**src/rtl/ds_sinc3_decim.sv**
```systemverilog
// Third-order CIC (sinc3) decimator for the 1-bit delta-sigma PDM stream.
// Three chained integrators run on every PDM strobe. On each frame wrap the
// last integrator is snapshotted, and a small FSM runs the three comb stages
// over consecutive clocks through one shared subtractor. The result is then
// scaled to OUT_WIDTH bits with saturation.
//
// Handshake: cke is a one-clk qualifier for pdm_in (no backpressure).
// dout_valid is a one-clk pulse on the cycle dout takes a new value, and
// dout holds its value in between pulses.
module ds_sinc3_decim #(
  parameter int DECIM     = 64,
  parameter int OUT_WIDTH = 16
) (
  input  logic                 clk,
  input  logic                 rst,
  input  logic                 cke,
  input  logic                 pdm_in,
  output logic [OUT_WIDTH-1:0] dout,
  output logic                 dout_valid,
  output logic                 settled,
  output logic [1:0]           dbg_state
);

  localparam int L   = $clog2(DECIM);
  localparam int W   = 3 * L + 2;
  localparam int SH  = 3 * L - (OUT_WIDTH - 1);
  localparam int SHR = (SH > 0) ? SH : 0;
  localparam int SHL = (SH < 0) ? -SH : 0;
  localparam int XW  = W + OUT_WIDTH;
  localparam logic signed [XW-1:0] SAT_HI = XW'((64'sd1 <<< (OUT_WIDTH - 1)) - 64'sd1);
  localparam logic signed [XW-1:0] SAT_LO = ~SAT_HI;

  typedef enum logic [1:0] {IDLE = 2'd0, C1 = 2'd1, C2 = 2'd2, C3 = 2'd3} state_t;

  state_t               state_q, state_d;
  logic [W-1:0]         x;
  logic [W-1:0]         i1_q, i1_d, i2_q, i2_d, i3_q, i3_d;
  logic [L-1:0]         cnt_q, cnt_d;
  logic                 wrap;
  logic [W-1:0]         snap_q, snap_d;
  logic [W-1:0]         d1_q, d1_d, d2_q, d2_d, d3_q, d3_d;
  logic [W-1:0]         c_q, c_d;
  logic [W-1:0]         sub_a, sub_b, diff;
  logic signed [XW-1:0] ext, shf;
  logic [OUT_WIDTH-1:0] sat;
  logic [OUT_WIDTH-1:0] dout_q, dout_d;
  logic                 valid_q, valid_d;
  logic [1:0]           nout_q, nout_d;

  // Integrator chain and frame counter; all three sums use same-cycle new values.
  always_comb begin
    x     = pdm_in ? W'(1) : {W{1'b1}};
    i1_d  = i1_q;
    i2_d  = i2_q;
    i3_d  = i3_q;
    cnt_d = cnt_q;
    wrap  = 1'b0;
    if (cke) begin
      i1_d  = i1_q + x;
      i2_d  = i2_q + i1_d;
      i3_d  = i3_q + i2_d;
      cnt_d = cnt_q + 1'b1;
      wrap  = (cnt_q == L'(DECIM - 1));
    end
    snap_d = wrap ? i3_d : snap_q;
  end

  // Integrator, counter and snapshot registers.
  always_ff @(posedge clk) begin
    if (rst) begin
      i1_q   <= '0;
      i2_q   <= '0;
      i3_q   <= '0;
      cnt_q  <= '0;
      snap_q <= '0;
    end else begin
      i1_q   <= i1_d;
      i2_q   <= i2_d;
      i3_q   <= i3_d;
      cnt_q  <= cnt_d;
      snap_q <= snap_d;
    end
  end

  // Operand select for the one subtractor shared by the three comb stages.
  always_comb begin
    sub_a = snap_q;
    sub_b = d1_q;
    case (state_q)
      C2:      begin sub_a = c_q; sub_b = d2_q; end
      C3:      begin sub_a = c_q; sub_b = d3_q; end
      default: begin sub_a = snap_q; sub_b = d1_q; end
    endcase
  end

  assign diff = sub_a - sub_b;

  // Scale the final comb output to OUT_WIDTH bits (floor shift) and saturate.
  always_comb begin
    ext = {{(XW - W){diff[W-1]}}, diff};
    shf = (ext >>> SHR) <<< SHL;
    if (shf > SAT_HI)      sat = SAT_HI[OUT_WIDTH-1:0];
    else if (shf < SAT_LO) sat = SAT_LO[OUT_WIDTH-1:0];
    else                   sat = shf[OUT_WIDTH-1:0];
  end

  // Comb FSM next state and datapath; a frame wrap always starts a new pass.
  always_comb begin
    state_d = state_q;
    c_d     = c_q;
    d1_d    = d1_q;
    d2_d    = d2_q;
    d3_d    = d3_q;
    dout_d  = dout_q;
    valid_d = 1'b0;
    nout_d  = nout_q;
    case (state_q)
      C1: begin
        c_d     = diff;
        d1_d    = snap_q;
        state_d = C2;
      end
      C2: begin
        c_d     = diff;
        d2_d    = c_q;
        state_d = C3;
      end
      C3: begin
        d3_d    = c_q;
        dout_d  = sat;
        valid_d = 1'b1;
        if (nout_q != 2'd3) nout_d = nout_q + 2'd1;
        state_d = IDLE;
      end
      default: ;
    endcase
    if (wrap) state_d = C1;
  end

  // Comb FSM state, comb delays and output registers.
  always_ff @(posedge clk) begin
    if (rst) begin
      state_q <= IDLE;
      c_q     <= '0;
      d1_q    <= '0;
      d2_q    <= '0;
      d3_q    <= '0;
      dout_q  <= '0;
      valid_q <= 1'b0;
      nout_q  <= 2'd0;
    end else begin
      state_q <= state_d;
      c_q     <= c_d;
      d1_q    <= d1_d;
      d2_q    <= d2_d;
      d3_q    <= d3_d;
      dout_q  <= dout_d;
      valid_q <= valid_d;
      nout_q  <= nout_d;
    end
  end

  assign dout       = dout_q;
  assign dout_valid = valid_q;
  assign settled    = (nout_q == 2'd3);
  assign dbg_state  = state_q;

endmodule

```
**config.mk**
```make
export PLATFORM = sky130hd
export DESIGN_NAME = ds_sinc3_decim
export DESIGN_NICKNAME = d
export VERILOG_FILES = /design/src/rtl/ds_sinc3_decim.sv
export SDC_FILE = /design/constraint.sdc
export NUM_CORES = 1
export LEC_CHECK = 0
export CAP_MARGIN = 25
export CORE_MARGIN = 3
export CORE_UTILIZATION = 40
export DETAILED_ROUTE_END_ITERATION = 7
export PLACE_DENSITY = 0.59
export SLEW_MARGIN = 20
export SYNTH_ARGS = -nofsm -noshare
export SYNTH_HDL_FRONTEND = slang
export SYNTH_SLANG_ARGS = --single-unit
```
**constraint.sdc**
```tcl
create_clock -name clk -period 10.1 [get_ports clk]
set_clock_uncertainty 0.15 [all_clocks]
set_input_delay 3.03 -clock clk [delete_from_list [all_inputs] [get_ports clk]]
set_output_delay 3.03 -clock clk [all_outputs]
set_load 0.01 [all_outputs]
```
==> impl_metrics.sql, run 1 <==
INSERT INTO impl_metrics (metric_group, metric, value, unit) VALUES
('logic_synthesis', 'synth_top_cell_area_share', '35.6', '%'),
('timing', 'final_hold_viol_count', '0', ''),
('worst_setup_path', 'worst_r2r_endpoint', 'snap_q[19]', ''),
('grt', 'grt_overflow_total', '0', ''),
('timing', 'totalNegativeSetupSlack', '0', 'ps'),
('finish', 'layout_commonest_cell', 'nor2_1', ''),
('finish', 'commonest_cells_after_routing_fill_and_taps_aside', '229 x nor2_1, 187 x dfxtp_1, 127 x mux2i_1', ''),
('logic_synthesis', 'asyncSetResetFlopFracSynth', '0', '%'),
('timing', 'finalMaxSlewViolations', '0', ''),
('die', 'die_area', '28300', 'µm²'),
('logic_synthesis', 'synth-edff-count', '0', ''),
('detailed_routing', 'route.detailed.vias_per_inst', '5.29', ''),
('die', 'rows', '58', ''),
('finish', 'area_growth', '10.5', '%'),
('finish', 'postLayoutCellArea', '11600', 'µm²'),
('worst_setup_path', 'critical_path.n_buffers_inverters', '2', ''),
('timing', 'maxSlewHeadroom', '36.2', '%'),
('grt', 'grt_pass1_wl', '37100', 'µm'),
('clock_network', 'clock_sinks', '187', ''),
('worst_setup_path', 'r2r_setup_slack', '3830', 'ps'),
('logic_synthesis', 'synth-compound-area-share', '16.5', '%'),
('clock_network', 'clock_insertion_delay_worst_skew', '430', 'ps'),
('logic_synthesis', 'dominantRegCellSynth', 'dfxtp_1', ''),
('clock_network', 'cts_resized', '0', ''),
('timing', 'whs', '328', 'ps'),
('clock_network', 'cts_tree', 'yes', ''),
('logic_synthesis', 'synth_simple_gate_area_share', '14.1', '%'),
('die', 'core_area', '25500', 'µm²'),
('power_and_ir_drop', 'power_per_cell_area', '298', 'nW/µm²'),
('logic_synthesis', 'post_synth_adder_cell_area', '10.8', '%'),
('logic_synthesis', 'synth.mux.area_fraction', '14.0', '%'),
('detailed_routing', 'detail_route.first_pass.iterations', '5', ''),
('logic_synthesis', 'ys.warnings.count', '0', ''),
('logic_synthesis', 'synth-seq-cells', '187', ''),
('logic_synthesis', 'synth_top_family_by_area', 'compound AO/OA/AOI/OAI gates', ''),
('logic_synthesis', 'syn-num-nets', '1268', ''),
('detailed_routing', 'antenna_violating_nets_post_route', '0', ''),
('worst_setup_path', 'ff_to_ff_path_depth', '26', ''),
('worst_setup_path', 'critical_path.startpoint_type', 'primary input', ''),
('logic_synthesis', 'syn_area_per_cell', '8.94', 'µm²'),
('worst_setup_path', 'crit_cells', '28', ''),
('timing', 'final.period_utilization', '90.5', '%'),
('worst_setup_path', 'timing.critical_path.mode_cell', 'a21oi_1', ''),
('timing', 'timing.final.setup_violations', '0', ''),
('die', 'die_width', '168', 'µm'),
('finish', 'layout.nets', '1264', ''),
('detailed_routing', 'drt_drc_violations_left', '0', ''),
('logic_synthesis', 'netlist.top_cell.by_area', 'dfxtp_1', ''),
('finish', 'diodes', '0', ''),
('worst_setup_path', 'arrival', '9340', 'ps'),
('placement', 'placement.cell_area', '11000', 'µm²'),
('logic_synthesis', 'ys_seq_area_share', '35.6', '%'),
('worst_setup_path', 'criticalPathCategory', 'primary input to flip-flop', ''),
('placement', 'post-dp-hpwl', '14500', 'µm'),
('min_path', 'worstHoldStart', 'i1_q[18]', ''),
('run_status', 'status', 'complete, no violations', ''),
('worst_setup_path', 'timing_startpoint_of_the_critical_path', 'pdm_in', ''),
('clock_network', 'hold_bufs_at_cts', '0', ''),
('power_and_ir_drop', 'peakVddDrop', '0.000155', 'V'),
('worst_setup_path', 'endpoint_kind', 'flip-flop', ''),
('grt', 'via_count_of_the_first_global_routing_pass', '7668', ''),
('detailed_routing', 'vias_after_detailed_routing', '8009', ''),
('power_and_ir_drop', 'power.static_leakage', '0.00477', 'µW'),
('worst_setup_path', 'critical-path-slowest-cell', 'a221oi_1', ''),
('die', 'design.portCount', '24', ''),
('worst_setup_path', 'slowest_delay', '590', 'ps'),
('logic_synthesis', 'netlist_area', '10500', 'µm²'),
('detailed_routing', 'wl_per_cell', '14.2', 'µm'),
('clock_network', 'postCtsSetupRepairBufs', '0', ''),
('worst_setup_path', 'cp.required', '10290', 'ps'),
('clock_network', 'cts-htree-levels', '4', '');
==> tightest hold or removal path, delay by kind of cell (launching register included) <==
family             cells  cell delay, ps
DFF                    1             320
AOI/OAI and AO/OA      1              50
and+or+nand+nor        1              60
==> power breakdown <==
part / internal [µW] / total [µW] / switching, µW
logic: 821 / 1880 / 1060
registers: 843 / 912 / 69.1
clock network: 372 / 670 / 298
total: 2040 / 3460 / 1420
==> stage by stage <==
stage | util (%) | std cells | setup slack (ps) | power [µW]
final | 45.6 | 1514 | 956 | 3460
after CTS | 45.5 | 1513 | 959 | 3480
after global placement | 43.2 | 1482 | 748 | 2770
after floorplan | - | 1176 | 1510 | 2440
after detailed placement | 43.2 | 1482 | 558 | 2800
after global routing | 45.6 | 1514 | 404 | 3780
==> how the worst min path moves through the flow <==
stage	to	depth (start not counted)
floorplan	i1_q[18]	2
global placement	i1_q[18]	2
detailed placement	dout[12]	2
CTS	dout[12]	2
global route	dout[2]	2
finish	i1_q[18]	2
==> cells in the mapped netlist, types with 20 or more instances <==
| cell | count |
|---|---|
| xnor2_1 | 50 |
| clkbuf_1 | 44 |
| a21oi_1 | 69 |
| dfxtp_1 | 187 |
| nand2_1 | 51 |
| ha_1 | 84 |
| nor3_1 | 20 |
| mux2i_1 | 127 |
| nor2_1 | 231 |
| inv_1 | 24 |
| a211oi_1 | 37 |
| a21o_1 | 26 |
==> logic make-up (layout without fill, tap and decap cells) <==
logic type,after synthesis,after routing
muxes,145,145
and+or+nand+nor,356,356
adders and majority gates,88,88
buffers and inverters,79,87
DFF,187,187
xor gates and xnor gates,71,71
AOI/OAI and AO/OA,250,250
==> per-layer routing <==
layer  global-route usage (%)  vias to the layer above  part of all wire [%]
li1                         -                     4154                     -
met1                     21.1                     3779                    51
met5                        0                        -                     0
met3                     2.70                       11                   1.8
met4                     3.02                        0                  0.89
met2                     25.5                       65                    46
==> sequential cells by signal, indices dropped and copies added, names as in the netlist, 6 cells and up <==
name and count:
c_q 20, d1_q 20, d2_q 20, d3_q 20, i1_q 20, i2_q 20
i3_q 20, snap_q 20, dout 16, cnt_q 6
==> final cells by class <==
cell class                 instances  area, µm²  share of cell area (%)
clock buffer                      18        439                    3.78
clock inverter                    13        144                    1.24
inverter                          24       90.1                   0.776
multi-input combinational        910       6480                    55.8
sequential                       187       3740                    32.2
tap                              330        413                    3.56
timing repair buffer              32        300                    2.59
No activity file was read; power rests on OpenSTA's default activity.
==> run 2: changes to the inputs <==
--- a/config.mk
+++ b/config.mk
@@ -7,9 +7,9 @@
 export LEC_CHECK = 0
 export CAP_MARGIN = 25
 export CORE_MARGIN = 3
-export CORE_UTILIZATION = 40
+export CORE_UTILIZATION = 63
 export DETAILED_ROUTE_END_ITERATION = 7
-export PLACE_DENSITY = 0.59
+export PLACE_DENSITY = 0.85
 export SLEW_MARGIN = 20
 export SYNTH_ARGS = -nofsm -noshare
 export SYNTH_HDL_FRONTEND = slang
==> run 2 against run 1 <==
Fmax fell by 0.13%. Global-route usage rose by 8.6 points. First-iteration DRC count rose by 31%. Largest power group unchanged. Register-to-register slack got worse by 40 ps. Clock-buffer cell count rose by 7. Sequential share of layout area rose by 0.58 points. Sequential power barely moved. Die area fell by 35%. Utilization rose by 25 points. Non-clock buffer count rose by 1. Critical endpoint unchanged. Total power fell by 1.0%. Combinational power barely moved.
==> impl_metrics.sql, run 2 (synthesis gave the netlist of run 1 again) <==
INSERT INTO impl_metrics (metric_group, metric, value, unit) VALUES
('run_status', 'status', 'complete, no violations', ''),
('finish', 'area_growth', '8.54', '%'),
('min_path', 'min_path_cells', '2', ''),
('clock_network', 'cts_buffers', '17', ''),
('finish', 'num-fill-cells', '1230', ''),
('timing', 'final_hold_viol_count', '0', ''),
('die', 'floorplan.initialDensity', '65.2', '%'),
('grt', 'number_of_antenna_violations_at_the_first_check_in_global_routing', '0', ''),
('clock_network', 'cts-htree-levels', '4', ''),
('grt', 'globalRouteTotalUtil', '23.9', '%'),
('grt', 'grt_pass1_wl', '36700', 'µm'),
('worst_setup_path', 'critical_path.startpoint_type', 'primary input', ''),
('finish', 'post_route_cells_drive_above_1_share', '6.24', '%'),
('die', 'design.portCount', '24', ''),
('worst_setup_path', 'arrival', '9360', 'ps'),
('worst_setup_path', 'slowest_delay', '650', 'ps'),
('worst_setup_path', 'timing.critical_path.mode_cell', 'a21oi_1', ''),
('detailed_routing', 'antenna_violating_nets_post_route', '0', ''),
('detailed_routing', 'vias_after_detailed_routing', '8237', ''),
('power_and_ir_drop', 'power_per_cell_area', '300', 'nW/µm²'),
('placement', 'placedCellCount', '1369', ''),
('timing', 'finalMaxSlewViolations', '0', ''),
('grt', 'grt_start_max_net_pins', '115', ''),
('clock_network', 'max-clock-path-buffers', '2', ''),
('worst_setup_path', 'endpoint_kind', 'flip-flop', ''),
('detailed_routing', 'route.detailed.vias_per_inst', '5.88', ''),
('worst_setup_path', 'cp.required', '10310', 'ps'),
('grt', 'via_count_of_the_first_global_routing_pass', '8043', ''),
('finish', 'diodes', '0', ''),
('placement', 'io_buffers', '23', ''),
('timing', 'totalNegativeSetupSlack', '0', 'ps'),
('timing', 'min_period', '9160', 'ps'),
('timing', 'whs', '324', 'ps'),
('timing', 'timing.final.setup_violations', '0', ''),
('worst_setup_path', 'ff_to_ff_path_depth', '25', ''),
('finish', 'layout.nets', '1265', ''),
('detailed_routing', 'drt_drc_violations_left', '0', ''),
('placement', 'dp_slack', '569', 'ps'),
('timing', 'rsz0062_at_grt', 'no', ''),
('finish', 'stdcell_count', '1401', ''),
('timing', 'setup_slack', '944', 'ps'),
('clock_network', 'cts_root_buf', 'clkbuf_16', ''),
('clock_network', 'clk_pin_slew', '60', 'ps'),
('detailed_routing', 'wl_per_cell', '15.2', 'µm'),
('finish', 'commonest_cells_after_routing_fill_and_taps_aside', '229 x nor2_1, 187 x dfxtp_1, 127 x mux2i_1', ''),
('worst_setup_path', 'criticalPathCategory', 'primary input to flip-flop', ''),
('timing', 'worstMarginPinSlew', '910', 'ps'),
('run', 'cap_viol_max_count', '0', ''),
('grt', 'grt_overflow_total', '0', ''),
('detailed_routing', 'postRouteWirelength', '21300', 'µm'),
('timing', 'maxSlewHeadroom', '39.4', '%'),
('die', 'die_area', '18300', 'µm²'),
('min_path', 'hold_class', 'flip-flop to flip-flop', ''),
('clock_network', 'postCtsSetupRepairBufs', '0', ''),
('finish', 'final_core_util', '70.8', '%'),
('die', 'rows', '46', ''),
('detailed_routing', 'detail_route.first_pass.iterations', '5', ''),
('die', 'core_area', '16100', 'µm²'),
('clock_network', 'clock_sinks', '187', ''),
('timing', 'final.period_utilization', '90.6', '%'),
('clock_network', 'cts_resized', '0', ''),
('die', 'vertical_die_dimension', '135', 'µm'),
('placement', 'gp_congestion', '0.843', ''),
('clock_network', 'clock_insertion_delay_worst_skew', '430', 'ps'),
('power_and_ir_drop', 'peakVddDrop', '0.000215', 'V'),
('timing', 'highest_attainable_clock_frequency', '109', 'MHz'),
('die', 'die_width', '135', 'µm'),
('detailed_routing', 'dr.first_iter.drc_count', '563', ''),
('clock_network', 'hold_bufs_at_cts', '0', ''),
('finish', 'layout_commonest_cell', 'nor2_1', ''),
('power_and_ir_drop', 'power.static_leakage', '0.00475', 'µW'),
('placement', 'post-dp-hpwl', '14300', 'µm'),
('worst_setup_path', 'critical-path-slowest-cell', 'o41ai_1', ''),
('clock_network', 'cts_tree', 'yes', ''),
('worst_setup_path', 'path_max_fanout', '5', '');
run 2: cell count changes in the layout (fill, tap and decap cells not counted), sizes merged:
cell,delta
clkinv,-1
clkinvlp,-2
clkbuf,+7
buf,+1
bufinv,-2
inv,-2
run 2: final cells by class:
class / instances / area (µm²) / area share [%]
clock inverters: 6 / 40.0 / 0.351
flip-flops and latches: 187 / 3740 / 32.8
clock buffers: 25 / 485 / 4.26
inverters: 24 / 90.1 / 0.790
multi-input cells: 910 / 6480 / 56.8
well taps: 216 / 270 / 2.37
repair buffers: 33 / 302 / 2.64
run 2: path summary, 6_finish.rpt:
| check | start | slack (ps) | end |
|---|---|---|---|
| setup / recovery | pdm_in | 940 | snap_q[19] |
| hold / removal | i1_q[18] | 320 | i1_q[18] |
| setup reg to reg | i1_q[0] | 3790 | snap_q[19] |
| hold reg to reg | i1_q[18] | 320 | i1_q[18] |
run 2: critical path, delay by kind of cell:
| family | cells | cell delay, ps |
|---|---|---|
| AOI/OAI and AO/OA | 13 | 2870 |
| and+or+nand+nor | 5 | 910 |
| xor gates and xnor gates | 4 | 780 |
| adders and majority gates | 3 | 1180 |
| buffers and inverters | 2 | 580 |
run 2: layer usage:
layer	part of all wire (%)	wire (µm)	up-vias	global-route usage, %
met3	2.7	584	30	3.53
met4	1.3	287	0	6.94
li1	-	-	4163	-
met5	0	0	-	0
met2	49	10400	127	41.6
met1	47	9960	3917	30.9
run 2: through the flow:
step | total power, µW | area, µm²
after floorplan | 2440 | 10500
after global placement | 2720 | 10900
after detailed placement | 2790 | 10900
after CTS | 3420 | 11400
after global routing | 3690 | 11400
final | 3420 | 11400
run 2: power by group:
group          switching (µW)  internal, µW
Clock                     274           333
Sequential               70.6           844
Combinational            1080           820
